## src/rtl/rv_pkg.sv

```systemverilog
// Shared register-writeback types and sizes: architectural widths, load-buffer
// depth, the writeback entry carried through the buffer, and a register mask helper.
package rv_pkg;

   localparam int REG_ADDR_W    = 5;
   localparam int XLEN          = 32;
   localparam int NUM_REGS      = 32;
   localparam int LD_FIFO_DEPTH = 2;

   typedef struct packed {
      logic [REG_ADDR_W-1:0] rd;
      logic [XLEN-1:0]       data;
   } wb_entry_t;

   localparam int WB_ENTRY_W = $bits(wb_entry_t);

   typedef enum logic [1:0] {
      SRC_NONE,
      SRC_LOAD,
      SRC_ALU
   } wb_src_e;

   // One-hot mask for a register; x0 is hardwired and never gets a bit.
   function automatic logic [NUM_REGS-1:0] reg_mask(input logic [REG_ADDR_W-1:0] rd);
      reg_mask = '0;
      if (rd != '0) reg_mask[rd] = 1'b1;
   endfunction

endpackage

```

## src/rtl/wb_fifo.sv

```systemverilog
// Small synchronous FIFO with valid/ready on both sides and a synchronous clear.
// Pointers wrap modulo DEPTH; occupancy is kept in a separate counter.
module wb_fifo #(
   parameter int DEPTH = 2,
   parameter int WIDTH = 8
) (
   input  logic             clk,
   input  logic             rst_n,
   input  logic             clear,
   input  logic             in_valid,
   output logic             in_ready,
   input  logic [WIDTH-1:0] in_data,
   output logic             out_valid,
   input  logic             out_ready,
   output logic [WIDTH-1:0] out_data
);

   localparam int PTR_W = (DEPTH > 1) ? $clog2(DEPTH) : 1;
   localparam int CNT_W = $clog2(DEPTH + 1);

   logic [WIDTH-1:0] mem [DEPTH];
   logic [PTR_W-1:0] wr_ptr;
   logic [PTR_W-1:0] rd_ptr;
   logic [CNT_W-1:0] count;
   logic             push;
   logic             pop;

   function automatic logic [PTR_W-1:0] next_ptr(input logic [PTR_W-1:0] p);
      if (p == PTR_W'(DEPTH - 1)) next_ptr = '0;
      else                        next_ptr = p + 1'b1;
   endfunction

   assign in_ready  = (count != CNT_W'(DEPTH));
   assign out_valid = (count != '0);
   assign out_data  = mem[rd_ptr];
   assign push      = in_valid && in_ready && !clear;
   assign pop       = out_valid && out_ready && !clear;

   // NOTE: storage is deliberately not reset; count gates every read, so stale
   // contents are never observed and the array stays plain RAM/flops without reset fan-out.
   always_ff @(posedge clk) begin
      if (push) mem[wr_ptr] <= in_data;
   end

   always_ff @(posedge clk or negedge rst_n) begin
      if (!rst_n) begin
         wr_ptr <= '0;
         rd_ptr <= '0;
         count  <= '0;
      end else if (clear) begin
         wr_ptr <= '0;
         rd_ptr <= '0;
         count  <= '0;
      end else begin
         if (push) wr_ptr <= next_ptr(wr_ptr);
         if (pop)  rd_ptr <= next_ptr(rd_ptr);
         case ({push, pop})
            2'b10:   count <= count + 1'b1;
            2'b01:   count <= count - 1'b1;
            default: count <= count;
         endcase
      end
   end

endmodule

```

## src/rtl/reg_writeback.sv

```systemverilog
// Register-file writeback arbiter: buffered load results win over ALU results, and a
// busy scoreboard tracks outstanding loads. Define REG_WRITEBACK_FORWARD_EN for bypass ports.
module reg_writeback
   import rv_pkg::*;
(
   input  logic                  clk,
   input  logic                  rst_n,
   input  logic                  issue_valid,
   input  logic [REG_ADDR_W-1:0] issue_rd,
   input  logic                  alu_valid,
   input  logic [REG_ADDR_W-1:0] alu_rd,
   input  logic [XLEN-1:0]       alu_data,
   output logic                  alu_ready,
   input  logic                  ld_valid,
   input  logic [REG_ADDR_W-1:0] ld_rd,
   input  logic [XLEN-1:0]       ld_data,
   output logic                  ld_ready,
   input  logic                  flush,
   input  logic [REG_ADDR_W-1:0] rs1,
   input  logic [REG_ADDR_W-1:0] rs2,
   output logic                  rs1_busy,
   output logic                  rs2_busy,
`ifdef REG_WRITEBACK_FORWARD_EN
   output logic                  fwd1_hit,
   output logic                  fwd2_hit,
   output logic [XLEN-1:0]       fwd1_data,
   output logic [XLEN-1:0]       fwd2_data,
`endif
   output logic                  reg_write,
   output logic [REG_ADDR_W-1:0] write_register,
   output logic [XLEN-1:0]       write_data
);

   wb_entry_t           ld_entry;
   wb_entry_t           head_entry;
   wb_entry_t           sel_entry;
   logic [WB_ENTRY_W-1:0] head_bits;
   logic                fifo_in_ready;
   logic                fifo_empty_n;
   wb_src_e             sel_src;
   logic                wb_is_load;
   logic [NUM_REGS-1:0] busy;
   logic [NUM_REGS-1:0] set_mask;
   logic [NUM_REGS-1:0] clr_mask;

   assign ld_entry   = '{rd: ld_rd, data: ld_data};
   assign head_entry = wb_entry_t'(head_bits);

   wb_fifo #(
      .DEPTH (LD_FIFO_DEPTH),
      .WIDTH (WB_ENTRY_W)
   ) u_ld_fifo (
      .clk       (clk),
      .rst_n     (rst_n),
      .clear     (flush),
      .in_valid  (ld_valid && !flush),
      .in_ready  (fifo_in_ready),
      .in_data   (ld_entry),
      .out_valid (fifo_empty_n),
      .out_ready (!flush),
      .out_data  (head_bits)
   );

   assign ld_ready  = fifo_in_ready && !flush;
   assign alu_ready = !fifo_empty_n && !flush;

   // Source selection; the FIFO head is popped whenever it is present and not flushing.
   always_comb begin
      sel_src   = SRC_NONE;
      sel_entry = '0;
      if (fifo_empty_n) begin
         sel_src   = SRC_LOAD;
         sel_entry = head_entry;
      end else if (alu_valid && alu_ready) begin
         sel_src   = SRC_ALU;
         sel_entry = '{rd: alu_rd, data: alu_data};
      end
   end

   always_ff @(posedge clk or negedge rst_n) begin
      if (!rst_n) begin
         reg_write      <= 1'b0;
         write_register <= '0;
         write_data     <= '0;
         wb_is_load     <= 1'b0;
      end else if (flush) begin
         reg_write  <= 1'b0;
         wb_is_load <= 1'b0;
      end else begin
         case (sel_src)
            SRC_LOAD, SRC_ALU: begin
               reg_write      <= (sel_entry.rd != '0);
               write_register <= sel_entry.rd;
               write_data     <= sel_entry.data;
               wb_is_load     <= (sel_src == SRC_LOAD);
            end
            default: begin
               reg_write  <= 1'b0;
               wb_is_load <= 1'b0;
            end
         endcase
      end
   end

   // A load's busy bit drops at the end of the cycle its write is presented, so a
   // reader without forwarding sees the register file already updated afterwards.
   assign clr_mask = (reg_write && wb_is_load) ? reg_mask(write_register) : '0;
   assign set_mask = issue_valid ? reg_mask(issue_rd) : '0;

   always_ff @(posedge clk or negedge rst_n) begin
      if (!rst_n)     busy <= '0;
      else if (flush) busy <= '0;
      else            busy <= (busy & ~clr_mask) | set_mask;
   end

   assign rs1_busy = busy[rs1];
   assign rs2_busy = busy[rs2];

`ifdef REG_WRITEBACK_FORWARD_EN
   assign fwd1_hit  = reg_write && (write_register == rs1) && (rs1 != '0);
   assign fwd2_hit  = reg_write && (write_register == rs2) && (rs2 != '0);
   assign fwd1_data = write_data;
   assign fwd2_data = write_data;
`endif

endmodule
```

## config.mk

```make
export PLATFORM = sky130hd
export DESIGN_NAME = reg_writeback
export DESIGN_NICKNAME = d
export VERILOG_FILES = /design/src/rtl/rv_pkg.sv /design/src/rtl/wb_fifo.sv /design/src/rtl/reg_writeback.sv
export SDC_FILE = /design/constraint.sdc
export NUM_CORES = 1
export LEC_CHECK = 0
export CORE_AREA = 2 2 153 155
export DETAILED_ROUTE_END_ITERATION = 10
export DIE_AREA = 0 0 155 157
export DONT_BUFFER_PORTS = 1
export PLACE_DENSITY = 0.49
export SLEW_MARGIN = 25
export SYNTH_ARGS = -nofsm -noshare
export SYNTH_HDL_FRONTEND = slang
export SYNTH_SLANG_ARGS = --single-unit
```

## constraint.sdc

```tcl
create_clock -name clk -period 2.97 [get_ports clk]
set_clock_uncertainty 0.05 [all_clocks]
set_input_delay 0.594 -clock clk [delete_from_list [all_inputs] [get_ports clk]]
set_output_delay 0.594 -clock clk [all_outputs]
set_load 0.02 [all_outputs]
```

==> results of run 1 <==
==> placed cells by master (no fill, tap or decap), types with 2 or more instances in the layout <==
master and n:
a211oi_1 2, a21oi_1 76, a22oi_1 8, a311o_1 2
and2_1 3, and3_1 2, and3b_1 3, buf_4 8
bufinv_16 3, clkbuf_1 3, clkbuf_16 17, clkinv_2 2
clkinv_4 2, clkinvlp_4 2, dfrtp_1 74, edfxtp_1 74
inv_6 2, mux2i_1 69, nand2_1 88, nand2b_1 2
nand3_1 5, nand3b_1 3, nand4b_1 3, nor2_1 52
nor2_4 2, nor2b_1 7, nor3b_1 3, o21ai_0 18
o21ai_1 50, or3_1 2, xnor2_1 2
==> cell type report <==
class                           instances  area share (%)
Clock buffer                           21            5.97
Clock inverter                         11            1.99
Timing Repair Buffer                    9            1.16
Sequential cell                       149            54.3
Multi-Input combinational cell        412            31.8
Tap cell                              285            4.72
==> Yosys cell counts (3+ instances only) <==
master	number	area share [%]
nand2_1	88	4.9
a21oi_1	76	5.7
dfrtp_1	75	28
edfxtp_1	74	33
mux2i_1	69	10
nor2_1	54	3.0
o21ai_1	50	3.7
o21ai_0	18	1.3
clkbuf_1	16	0.90
a22oi_1	8	0.90
buf_2	8	0.60
buf_6	7	1.2
nor2b_1	7	0.65
nand3_1	5	0.37
and2_1	3	0.28
and3_1	3	0.28
and3b_1	3	0.39
buf_4	3	0.34
nand3b_1	3	0.34
nand4b_1	3	0.39
nor3b_1	3	0.34
==> metrics by stage <==
step	setup slack (ns)	instances	hold slack [ns]	instance area [um^2]	utilization, %
CTS	0.589	887	0.0331	7550	33.5
floorplan	0.245	595	0.248	6690	-
detailed placement	0.746	854	0.254	6920	30.7
global placement	0.776	854	0.254	6920	30.7
global route	0.515	887	0.0349	7550	33.5
finish	0.618	887	0.0414	7550	33.5
==> cells by family after synthesis <==
family                 share of synthesized area (%)
flip-flops                                      61.3
AND/OR/NAND/NOR                                 12.3
multiplexers                                    10.3
buffers and inverters                           3.01
AO/OA/AOI/OAI                                   12.8
XOR/XNOR                                       0.262
==> per-layer routing <==
layer  global-route usage, %  vias to the layer above  wire length, um
met5                       0                        -                0
met4                    4.45                        0              176
met3                    6.39                       15             1620
met2                    23.6                      157             8320
met1                    17.2                     2187             7020
li1                        -                     2116                -
==> critical path, stage by stage (launching register included) <==
cell and delay, ns:
dfrtp_1 0.40, mux2i_1 0.23, nand2_1 0.09, nand4b_1 0.10, a21oi_1 0.05, a311o_1 0.43
==> path summary, 6_finish.rpt <==
kind                                    start              endpoint  cells past startpoint
max reg2reg                u_ld_fifo.count[1]  u_ld_fifo.mem[0][29]                      5
max in group asynchronous               rst_n      u_ld_fifo.rd_ptr                      1
min                                     rst_n              busy[23]                      1
min reg2reg                           busy[0]               busy[0]                      1
max                                  busy[16]              rs2_busy                      5
min in group clk                        flush        write_data[18]                      1
==> state kept, by name, summed over array words and instances, names as in the netlist, 2 cells and up <==
signal / flops
write_data: 32
write_register: 5
busy: 32
u_ld_fifo.mem: 74
u_ld_fifo.count: 2
==> power by group <==
part	internal [mW]	switching (mW)	total (mW)
Combinational	0.140	0.211	0.351
Sequential	2.30	0.195	2.49
Clock	1.35	0.831	2.18
Total	3.79	1.24	5.03
==> reports/metrics.cfg, run 1 <==
[synthesis]
postSynthCellCount=595
synthFlopType=dfrtp_1
synth_seq_cells=149
synth-edff-count=74
synthArstFlopShare_pct=50.3
yosysSeqAreaShare_pct=61.3
ys.warnings.count=0
synth_nets=690
syn_area_per_cell_um2=11.2
syn-cell-area_um2=6690
synth_cell_type_count=35

[floorplan]
die_w_um=155
dieArea_um2=24300
placementRows=55
initial_core_util_pct=29.7
die_h_um=157
ioPinCount=137
fp.coreArea_um2=22500

[pwr]
power.density_nw_per_um2=666
p_leak_nw=2.82
power_mw=5.03
vdd_drop_max_mv=0.379

[clock_network]
numCtsBuffers=17
cts_tree=done
cts.htree.levels=4
cts_buffer_depth=2
postCtsHoldBufs=1
cts_root_buf=clkbuf_16
clkLatencyLatePin_ns=0.40
cts_sinks=149
cts_resized=0
clk_pin_slew_ns=0.06
cts_setup_buffers=0

[hold_path]
hp-class=input pin to async pin

[grt]
antenna_found_initial=0
grt_pass1_wl_mm=26.9
overflow=0
grt_util_all_layers_pct=14.4
grt_max_degree=76
grt_pass1_vias=4821

[routing]
finalWirelength_mm=17.1
num_vias=4475
routed_via_density=5.05
first_pass_iters=5
routedWlPerCell_um=19.3
drc=0
drtIter0Drc=218
ant_nets=0

[cells_and_area]
fill_cells=2206
ff_latch_area_um2=4100
nNetsFinal=684
area_growth_pct=12.9
drive_gt1_share_pct=7.64
antenna_cells=0
multi_input_area_um2=2400

[placed_design]
portBuffers=0
place_hpwl_mm=12.0
globalplace.congestion=0.818

[timing]
slew_headroom_pct=55.2
fmaxAchievable_mhz=425
worst_slew_pin_slew_ns=0.671
finalSetupViolCount=0
finalMaxSlewViolations=0
timing.final.crit_period_ns=2.35
hold_violations=0
grt_setup_unrepaired=no
finalCritPeriodShare_pct=79.2
fin_setup_tns_ns=0

[worst_setup_path]
endpoint_kind=primary output
worstPathRequired_ns=2.33
crit_type=flip-flop to primary output
path_max_fanout=3
crit_path_start_kind=flip-flop
cp.arrival_ns=1.71
reg2reg_setup_slack_ns=0.82

[outcome]
outcome=finished clean

[flow_run]
drv_cap=0

Power figures use the tool's default switching activity.
==> run 2, diff against run 1 <==
==> constraint.sdc (replaced) <==
create_clock -name clk -period 2.4 [get_ports clk]
set_clock_uncertainty 0.05 [all_clocks]
set_input_delay 0.48 -clock clk [delete_from_list [all_inputs] [get_ports clk]]
set_output_delay 0.48 -clock clk [all_outputs]
set_load 0.02 [all_outputs]
==> run 2 against run 1 <==
Utilization hardly changed. Register-to-register slack got worse by 0.20 ns. Clock-buffer cell count shrank 1. Die area is the same. Global-route usage is essentially flat. Design area is essentially flat. Cell count up 0.34%. Via count up 2.1%. Hold slack better by 0.063 ns. Wire length decreased by 0.47%. Critical endpoint unchanged. Highest routed layer unchanged.
==> reports/metrics.cfg, run 2 (synthesized netlist as in run 1, its figures left out) <==
[cells_and_area]
antenna_cells=0  ; unchanged
top_register=u_ld_fifo.mem
largest_register_ff_count=74  ; unchanged
ff_latch_area_um2=4100  ; unchanged
fill_cells=2214  ; +0.36%
nNetsFinal=687  ; +0.44%
area_growth_pct=13.0  ; about the same
multi_input_area_um2=2400  ; unchanged
drive_gt1_share_pct=7.77  ; +0.13 points
final_cell_mix=nand2_1, a21oi_1, dfrtp_1, edfxtp_1, mux2i_1
final_common_cell=nand2_1
reg_top3=u_ld_fifo.mem: 74 flops, busy: 32 flops, write_data: 32 flops
finalNonFillerCells=890  ; +0.34%

[pwr]
vdd_drop_max_mv=0.435  ; +15%
internal-power_mw=4.45  ; +17%
clkPwrFrac_pct=40.8  ; -2.6 points
p_leak_nw=2.81  ; -0.41%
power.switching_mw=1.51  ; +22%
p_seq_share_pct=51.8  ; +2.2 points
p_sw_share_pct=25.3  ; +0.73 points
power_frac_comb_pct=7.4  ; +0.4 points
power.density_nw_per_um2=789  ; +19%

[worst_setup_path]
path_cells=mux2i_1 -> a21oi_1 -> nand3_1 -> nand2_1 -> a311o_1
cp_num_buf_inv=0  ; unchanged
r2r-end=write_register[3]
crit_type=flip-flop to primary output
reg2reg_setup_slack_ns=0.62  ; -0.20 ns
crit_path_start_kind=flip-flop
worstPathRequired_ns=1.87  ; -0.46 ns
r2r_cells=5  ; unchanged
rr_startpoint=u_ld_fifo.count[0]
path_max_fanout=3  ; unchanged
endpoint_kind=primary output
cp_slowest_cell=dfrtp_1
critPathTopFamily=compound AO/OA/AOI/OAI gates
cp.arrival_ns=1.72  ; about the same
slowest_delay_ns=0.43  ; about the same

[floorplan]
dieArea_um2=24300  ; unchanged
placementRows=55  ; unchanged
initial_core_util_pct=29.7  ; unchanged
fp.coreArea_um2=22500  ; unchanged
ioPinCount=137  ; unchanged
die_h_um=157  ; unchanged
die_w_um=155  ; unchanged

[grt]
grt_util_all_layers_pct=14.5  ; +0.030 points
grt_max_degree=76  ; unchanged
grt_pass1_wl_mm=26.8  ; -0.33%
grt_pass1_vias=4792  ; -0.60%
overflow=0  ; unchanged
antenna_found_initial=0  ; unchanged

[clock_network]
cts.htree.levels=4  ; unchanged
cts_tree=done
cts_buffer_depth=2  ; unchanged
cts_root_buf=clkbuf_16
cts_resized=0  ; unchanged
numCtsBuffers=17  ; unchanged
clk_pin_slew_ns=0.06  ; about the same
clkLatencyLatePin_ns=0.41  ; about the same
cts_sinks=149  ; unchanged

[flow_run]
drv_cap=0  ; unchanged

[outcome]
outcome=finished clean

[hold_path]
min_path_cells=1
hold-path-endpoint=u_ld_fifo.rd_ptr
hp-class=input pin to flip-flop
worstHoldStart=flush

[placed_design]
globalplace.congestion=0.884  ; +8.1%
place_hpwl_mm=11.8  ; -1.9%
dpl.cell_count=856  ; +0.23%
portBuffers=0  ; unchanged

[timing]
hold_violations=0  ; unchanged
finalCritPeriodShare_pct=93.9
grt_setup_unrepaired=no
finalMaxSlewViolations=0  ; unchanged
finalSetupViolCount=0  ; unchanged
fmaxAchievable_mhz=444
fin_setup_tns_ns=0  ; unchanged
worst_slew_pin_slew_ns=0.694  ; +0.0231 ns
timing.final.crit_period_ns=2.25
slew_headroom_pct=53.6  ; -1.6 points

[routing]
first_pass_iters=7  ; +2
drc=0  ; unchanged
routedWlPerCell_um=19.2  ; -0.80%
routed_via_density=5.13  ; +1.7%
ant_nets=0  ; unchanged
num_vias=4568  ; +2.1%
finalWirelength_mm=17.1  ; -0.47%
drtIter0Drc=323  ; +48%

[run 2: cell types whose count changed in the layout (fill, tap and decap cells not counted), sizes merged]
cell,before,now
dlygate4sd3,0,1
inv,2,1
clkbuf,21,20
bufinv,3,1
clkinv,4,5
buf,9,11
clkinvlp,2,5
[run 2: how the worst max path moves through the flow]
stage / startpoint / to / cells after the start
2_1_floorplan: flush / u_ld_fifo.mem[0][0] / 4
3_3_place_gp: rs2[0] / rs2_busy / 5
3_5_place_dp: rs1[0] / rs1_busy / 5
4_1_cts: busy[23] / rs1_busy / 5
5_1_grt: busy[23] / rs1_busy / 5
6_report: busy[10] / rs2_busy / 5
[run 2: timing repair]
item | in CTS | in global routing
setup endpoints to repair | 0 | 0
hold endpoints to repair | 75 | 0
setup buffers | 0 | 0
hold buffers | 2 | 0
[run 2: metrics by stage]
stage          power [mW]  cell area (um^2)  setup slack [ns]  utilization [%]  hold slack [ns]
2_1_floorplan        3.46              6700             0.162                -            0.134
3_3_place_gp         3.54              6970             0.471             31.0            0.138
3_5_place_dp         3.56              6970             0.366             31.0            0.139
4_1_cts              6.06              7550             0.149             33.6           0.0713
5_1_grt              6.23              7550            0.0628             33.6           0.0755
6_report             5.96              7550             0.147             33.6            0.105
[run 2: area by class of cell]
type	instances	area share, %
multi-input cells	412	31.8
flip-flops and latches	149	54.3
clock buffers	20	5.78
repair buffers	12	1.99
clock inverters	12	1.42
well taps	285	4.72
[run 2: worst reg2reg max path, stage by stage, from the launching register on]
cell      delay [ns]
dfrtp_1         0.43
or2_1           0.36
o21bai_4        0.43
buf_12          0.25
nand2_1         0.08
o21ai_1         0.10
[run 2: power by group through the flow]
stage | Sequential [mW] | Clock [mW] | Combinational (mW)
final | 3.09 | 2.43 | 0.443
after global routing | 3.11 | 2.62 | 0.505
after CTS | 3.09 | 2.52 | 0.452
after detailed placement | 3.14 | 0 | 0.420
after global placement | 3.14 | 0 | 0.405
after floorplan | 3.07 | 0 | 0.389
[run 2: metal layers]
metal	up-vias	track usage, %	wire (um)
met5	-	0	0
met4	0	5.95	420
met3	25	6.19	1670
met2	184	22.9	7920
met1	2238	17.3	7060
li1	2121	-	-
==> run 3, diff against run 2 <==
--- a/config.mk
+++ b/config.mk
@@ -6,6 +6,7 @@
 export NUM_CORES = 1
 export LEC_CHECK = 0
 export CORE_AREA = 2 2 153 155
+export CTS_BUF_LIST = sky130_fd_sc_hd__clkbuf_4
 export DETAILED_ROUTE_END_ITERATION = 10
 export DIE_AREA = 0 0 155 157
 export DONT_BUFFER_PORTS = 1
==> constraint.sdc (replaced) <==
create_clock -name clk -period 2.5 [get_ports clk]
set_clock_uncertainty 0.05 [all_clocks]
set_input_delay 0.5 -clock clk [delete_from_list [all_inputs] [get_ports clk]]
set_output_delay 0.5 -clock clk [all_outputs]
set_load 0.02 [all_outputs]
==> run 3 against run 2 <==
Flip-flop and latch count stayed put. Sequential power is 4% lower. Clock-buffer cell count is 2 lower. Clock power is 33% lower. Non-clock buffer count is 39 higher. Via count is 2.4% higher. Total power is 14% lower. Wire length is 1.3% higher. Cell count is 4.4% higher. Register-to-register slack better by 0.06 ns. Die area stayed put. Largest cell class unchanged. Largest power group unchanged.
==> reports/metrics.cfg, run 3 (synthesized netlist as in run 1, its figures left out) <==
[hold_path]
worstHoldStart=ld_valid
hp-class=input pin to flip-flop
hold-path-endpoint=u_ld_fifo.count[0]
min_path_cells=2  ; +1

[worst_setup_path]
slowest_delay_ns=0.43  ; about the same
critical_path.startpoint=busy[18]
endpoint_kind=primary output
cp_slowest_cell=a311o_1
crit_path_start_kind=flip-flop
reg2reg_setup_slack_ns=0.68  ; +0.06 ns
r2r-end=write_data[20]
path_max_fanout=3  ; unchanged
worstPathRequired_ns=1.95  ; +0.08 ns
crit_type=flip-flop to primary output
path_cells=mux2i_1 -> nand2_1 -> nand4b_1 -> a21oi_1 -> a311o_1
cp.arrival_ns=1.83  ; +0.11 ns
rr_startpoint=u_ld_fifo.rd_ptr
r2r_cells=5  ; unchanged

[floorplan]
ioPinCount=137  ; unchanged
dieArea_um2=24300  ; unchanged
die_h_um=157  ; unchanged
initial_core_util_pct=29.7  ; unchanged
die_w_um=155  ; unchanged
fp.coreArea_um2=22500  ; unchanged
placementRows=55  ; unchanged

[routing]
ant_nets=0  ; unchanged
num_vias=4679  ; +2.4%
drc=0  ; unchanged
routed_via_density=5.04  ; -1.9%
drtIter0Drc=246  ; -24%
finalWirelength_mm=17.3  ; +1.3%
routedWlPerCell_um=18.6  ; -2.9%
first_pass_iters=4  ; -3

[cells_and_area]
final_cell_mix=nand2_1, a21oi_1, dfrtp_1, edfxtp_1, mux2i_1
area_growth_pct=15.7
largest_register_ff_count=74  ; unchanged
final_common_cell=nand2_1
reg_top3=u_ld_fifo.mem: 74 flops, busy: 32 flops, write_data: 32 flops
fill_cells=2218  ; +0.18%
final_area_um2=7730  ; +2.4%
drive_gt1_share_pct=8.09  ; +0.32 points
post-route-util_pct=34.4  ; +0.81 points
top_register=u_ld_fifo.mem
nNetsFinal=726  ; +5.7%

[timing]
timing.final.crit_period_ns=2.38
hold_violations=0  ; unchanged
slew_headroom_pct=54.6  ; +1.0 points
finalCritPeriodShare_pct=95.1
finalSetupViolCount=0  ; unchanged
finalMaxSlewViolations=0  ; unchanged
grt_setup_unrepaired=yes
worst_slew_pin_slew_ns=0.678  ; -0.0156 ns
fmaxAchievable_mhz=421
worst_slack_ns=0.123  ; -0.0240 ns

[placed_design]
portBuffers=0  ; unchanged
place_hpwl_mm=11.8  ; +0.54%
pre_cts_slack_ns=0.423  ; +0.0573 ns
dpl_cell_area_um2=6970  ; unchanged
globalplace.congestion=0.936  ; +5.9%

[pwr]
power_mw=5.11  ; -14%
power.density_nw_per_um2=660  ; -16%
vdd_drop_max_mv=0.405  ; -6.9%
p_leak_nw=2.89  ; +2.9%

[clock_network]
cts_root_buf=clkbuf_4
clk_pin_slew_ns=0.11  ; +0.05 ns
cts.htree.levels=4  ; unchanged
cts_tree=done
clkLatencyLatePin_ns=0.53  ; +0.12 ns
cts_sinks=149  ; unchanged
numCtsBuffers=17  ; unchanged
cts_buffer_depth=2  ; unchanged

[grt]
grt_max_degree=76  ; unchanged
overflow=0  ; unchanged
grt_pass1_vias=5045  ; +5.3%
antenna_found_initial=1  ; +1
grt_pass1_wl_mm=27.4  ; +2.2%
grt_util_all_layers_pct=14.7  ; +0.25 points

[flow_run]
drv_cap=0  ; unchanged

[outcome]
outcome=finished clean

run 3: cell count changes in the layout (fill, tap and decap cells not counted), moves of 3 or more:
cell and change:
clkbuf_16 -17, bufinv_16 +3, dlygate4sd3_1 +37, clkbuf_1 -3
clkbuf_4 +18
run 3: area by class of cell:
class / instances / area [um^2] / area share, %
diodes: 1 / 2.50 / 0.0324
clock buffers: 18 / 135 / 1.75
clock inverters: 13 / 181 / 2.35
multi-input cells: 412 / 2400 / 31.1
flip-flops and latches: 149 / 4100 / 53.0
well taps: 285 / 357 / 4.61
repair buffers: 51 / 556 / 7.18
run 3: worst max-delay path, delay by kind of cell (launching register included):
kind             cells  cell delay [ns]
flip-flops           1             0.42
AND/OR/NAND/NOR      2             0.20
multiplexers         1             0.23
AO/OA/AOI/OAI        2             0.47
run 3: timing repair:
action | in CTS | in global routing
endpoints found under the hold margin | 218 | 0
gates resized for setup | 0 | 1
hold buffers | 40 | 0
endpoints found under the setup margin | 0 | 2
setup buffers | 0 | 1
run 3: worst max path at each step:
stage | end | cells after the start
detailed placement | rs1_busy | 5
CTS | rs1_busy | 5
global route | rs2_busy | 5
floorplan | u_ld_fifo.mem[0][0] | 4
global placement | rs1_busy | 5
finish | rs2_busy | 5
run 3: routing by layer:
layer  GRT usage, %  routed length (um)  up-vias
met5              0                   0        -
met4           5.82                 408        0
met3           5.26                1450       24
met2           24.3                8270      173
met1           17.5                7150     2273
li1               -                   -     2209
run 3: power by group:
group	total, mW	switching (mW)	internal (mW)
combinational	0.505	0.284	0.221
clock	1.64	0.848	0.796
sequential	2.96	0.235	2.72
total	5.11	1.37	3.74
run 3: stage by stage:
| stage | hold WS, ns | setup TNS (ns) | instances |
|---|---|---|---|
| 2_1_floorplan | 0.154 | 0 | 595 |
| 3_3_place_gp | 0.158 | 0 | 856 |
| 3_5_place_dp | 0.159 | 0 | 856 |
| 4_1_cts | 0.0107 | 0 | 927 |
| 5_1_grt | 0.0181 | -0.0133 | 929 |
| 6_report | 0.0664 | 0 | 929 |
==> variant, RTL diff (settings of run 1) <==
Add a define of `REG_WRITEBACK_FORWARD_EN`.
--- a/src/rtl/reg_writeback.sv
+++ b/src/rtl/reg_writeback.sv
@@ -1,5 +1,7 @@
 // Register-file writeback arbiter: buffered load results win over ALU results, and a
 // busy scoreboard tracks outstanding loads. Define REG_WRITEBACK_FORWARD_EN for bypass ports.
+`define REG_WRITEBACK_FORWARD_EN
+
 module reg_writeback
    import rv_pkg::*;
 (
Behaviour (old outputs only; new: fwd1_data, fwd1_hit, fwd2_data and fwd2_hit): unchanged (equiv_simple and equiv_induct, registers matched by name and starting in step).
==> variant against run 1 <==
Wire length increased by 8.3%; critical path type unchanged; setup slack got worse by 260 ps; critical endpoint is now fwd1_hit; total power increased by 4.5%; area after synthesis increased by 10%; largest cell class unchanged; core utilization increased by 0.69 points; worst hold slack improved by 160 ps; final cell count increased by 1.8%; sequential cell count unchanged; design area increased by 2.1%; global-route usage increased by 1.3 points.
==> variant: results (changes against run 1) <==
status: "complete, no violations"
clk_path_buf_depth: 2  # unchanged
place_area_mm2: 0.00707  # +2.2%
postSynthAreaPerCell_um2: 10.9  # -3.0%
synthDistinctLibCells: 46  # +31%
grt_max_degree: 79  # +3.9%
drtIter0Drc: 404  # +85%
synth.top_cells.by_count: "nand2_1, dfrtp_1, edfxtp_1"
insertion_delay_ps: 420  # +20 ps
place_congestion: 0.898  # +9.9%
detailroute.via_count: 4790  # +7.0%
grt_pass1_vias: 5069  # +5.1%
ys.flop_type: "dfrtp_1"
cp.arrival_ps: 1970  # +260 ps
grt.total_usage_pct: 15.7  # +1.3 points
instances_no_fill: 903  # +1.8%
syn_nets: 770  # +12%
hold_class: "input pin to flip-flop"
wl_mm: 18.6  # +8.3%
slew_headroom_pct: 35.5  # -20 points
p_leak_nw: 2.89  # +2.7%
dp_cells: 869  # +1.8%
nets: 700  # +2.3%
dp_hpwl_mm: 12.6  # +5.1%
synth.area.top_cells: "edfxtp_1, dfrtp_1, mux2i_1, buf_4, a21oi_1"
ir_worst_vdd_mv: 0.311  # -18%
seq_area_frac_synth_pct: 55.7  # -5.6 points
cp_max_fo: 12  # +9
-- variant: logic make-up (layout without fill, tap and decap cells) --
| kind of cell | after synthesis | count (layout) | synth area share [%] |
|---|---|---|---|
| simple gates | 186 | 186 | 11.8 |
| compound gates | 159 | 159 | 11.6 |
| flops | 149 | 149 | 55.7 |
| buf+inv | 100 | 43 | 10.0 |
| mux | 71 | 71 | 9.69 |
| xor+xnor | 10 | 10 | 1.19 |
-- variant: per-layer routing --
| metal | GRT usage (%) | up-vias | wire length (µm) |
|---|---|---|---|
| li1 | - | 2185 | - |
| met1 | 19.7 | 2395 | 7900 |
| met2 | 25.6 | 193 | 9020 |
| met3 | 5.95 | 17 | 1470 |
| met4 | 4.28 | 0 | 174 |
| met5 | 0 | - | 0 |
-- variant: path summary, 6_finish.rpt --
| path | cells after the start | start | endpoint | slack, ps |
|---|---|---|---|---|
| worst max-delay path | 4 | write_register[2]$_DFFE_PN0P_ | fwd1_hit | 350 |
| worst min-delay path | 1 | flush | fwd1_data[10]$_DFFE_PN0P_ | 200 |
| worst max register to register | 5 | u_ld_fifo.count[0]$_DFFE_PN0P_ | fwd1_data[16]$_DFFE_PN0P_ | 910 |
| worst min register to register | 2 | busy[17]$_DFF_PN0_ | busy[17]$_DFF_PN0_ | 520 |
| max in group asynchronous | 2 | rst_n | fwd1_data[3]$_DFFE_PN0P_ | 1820 |
| min in group asynchronous | 2 | rst_n | busy[18]$_DFF_PN0_ | 630 |
-- variant: power breakdown --
part | switching [W] | internal, W | leakage [nW]
Sequential | 0.000418 | 0.00229 | 1.66
Clock | 0.000965 | 0.00119 | 0.290
Combinational | 0.000224 | 0.000162 | 0.941
Total | 0.00161 | 0.00365 | 2.89
-- variant: cell type report --
type / instances / area, µm²
sequential: 149 / 4100
clock inverter: 15 / 166
multi-input combinational: 426 / 2540
fill: 2218 / 14800
tap: 285 / 357
timing repair buffer: 11 / 118
clock buffer: 17 / 425
-- variant: critical path: stages, from the launching register on --
cell	delay (ps)
dfrtp_1	740
nor2_1	140
a21oi_1	210
mux2i_1	100
nor2_1	350
-- variant: through the flow --
stage          worst slack (ps)  util [%]  power, W
6_report                    355      34.2   0.00525
3_3_place_gp                736      31.4   0.00310
2_1_floorplan               276         -   0.00322
5_1_grt                     137      34.2   0.00548
4_1_cts                     341      34.2   0.00531
3_5_place_dp                752      31.4   0.00312
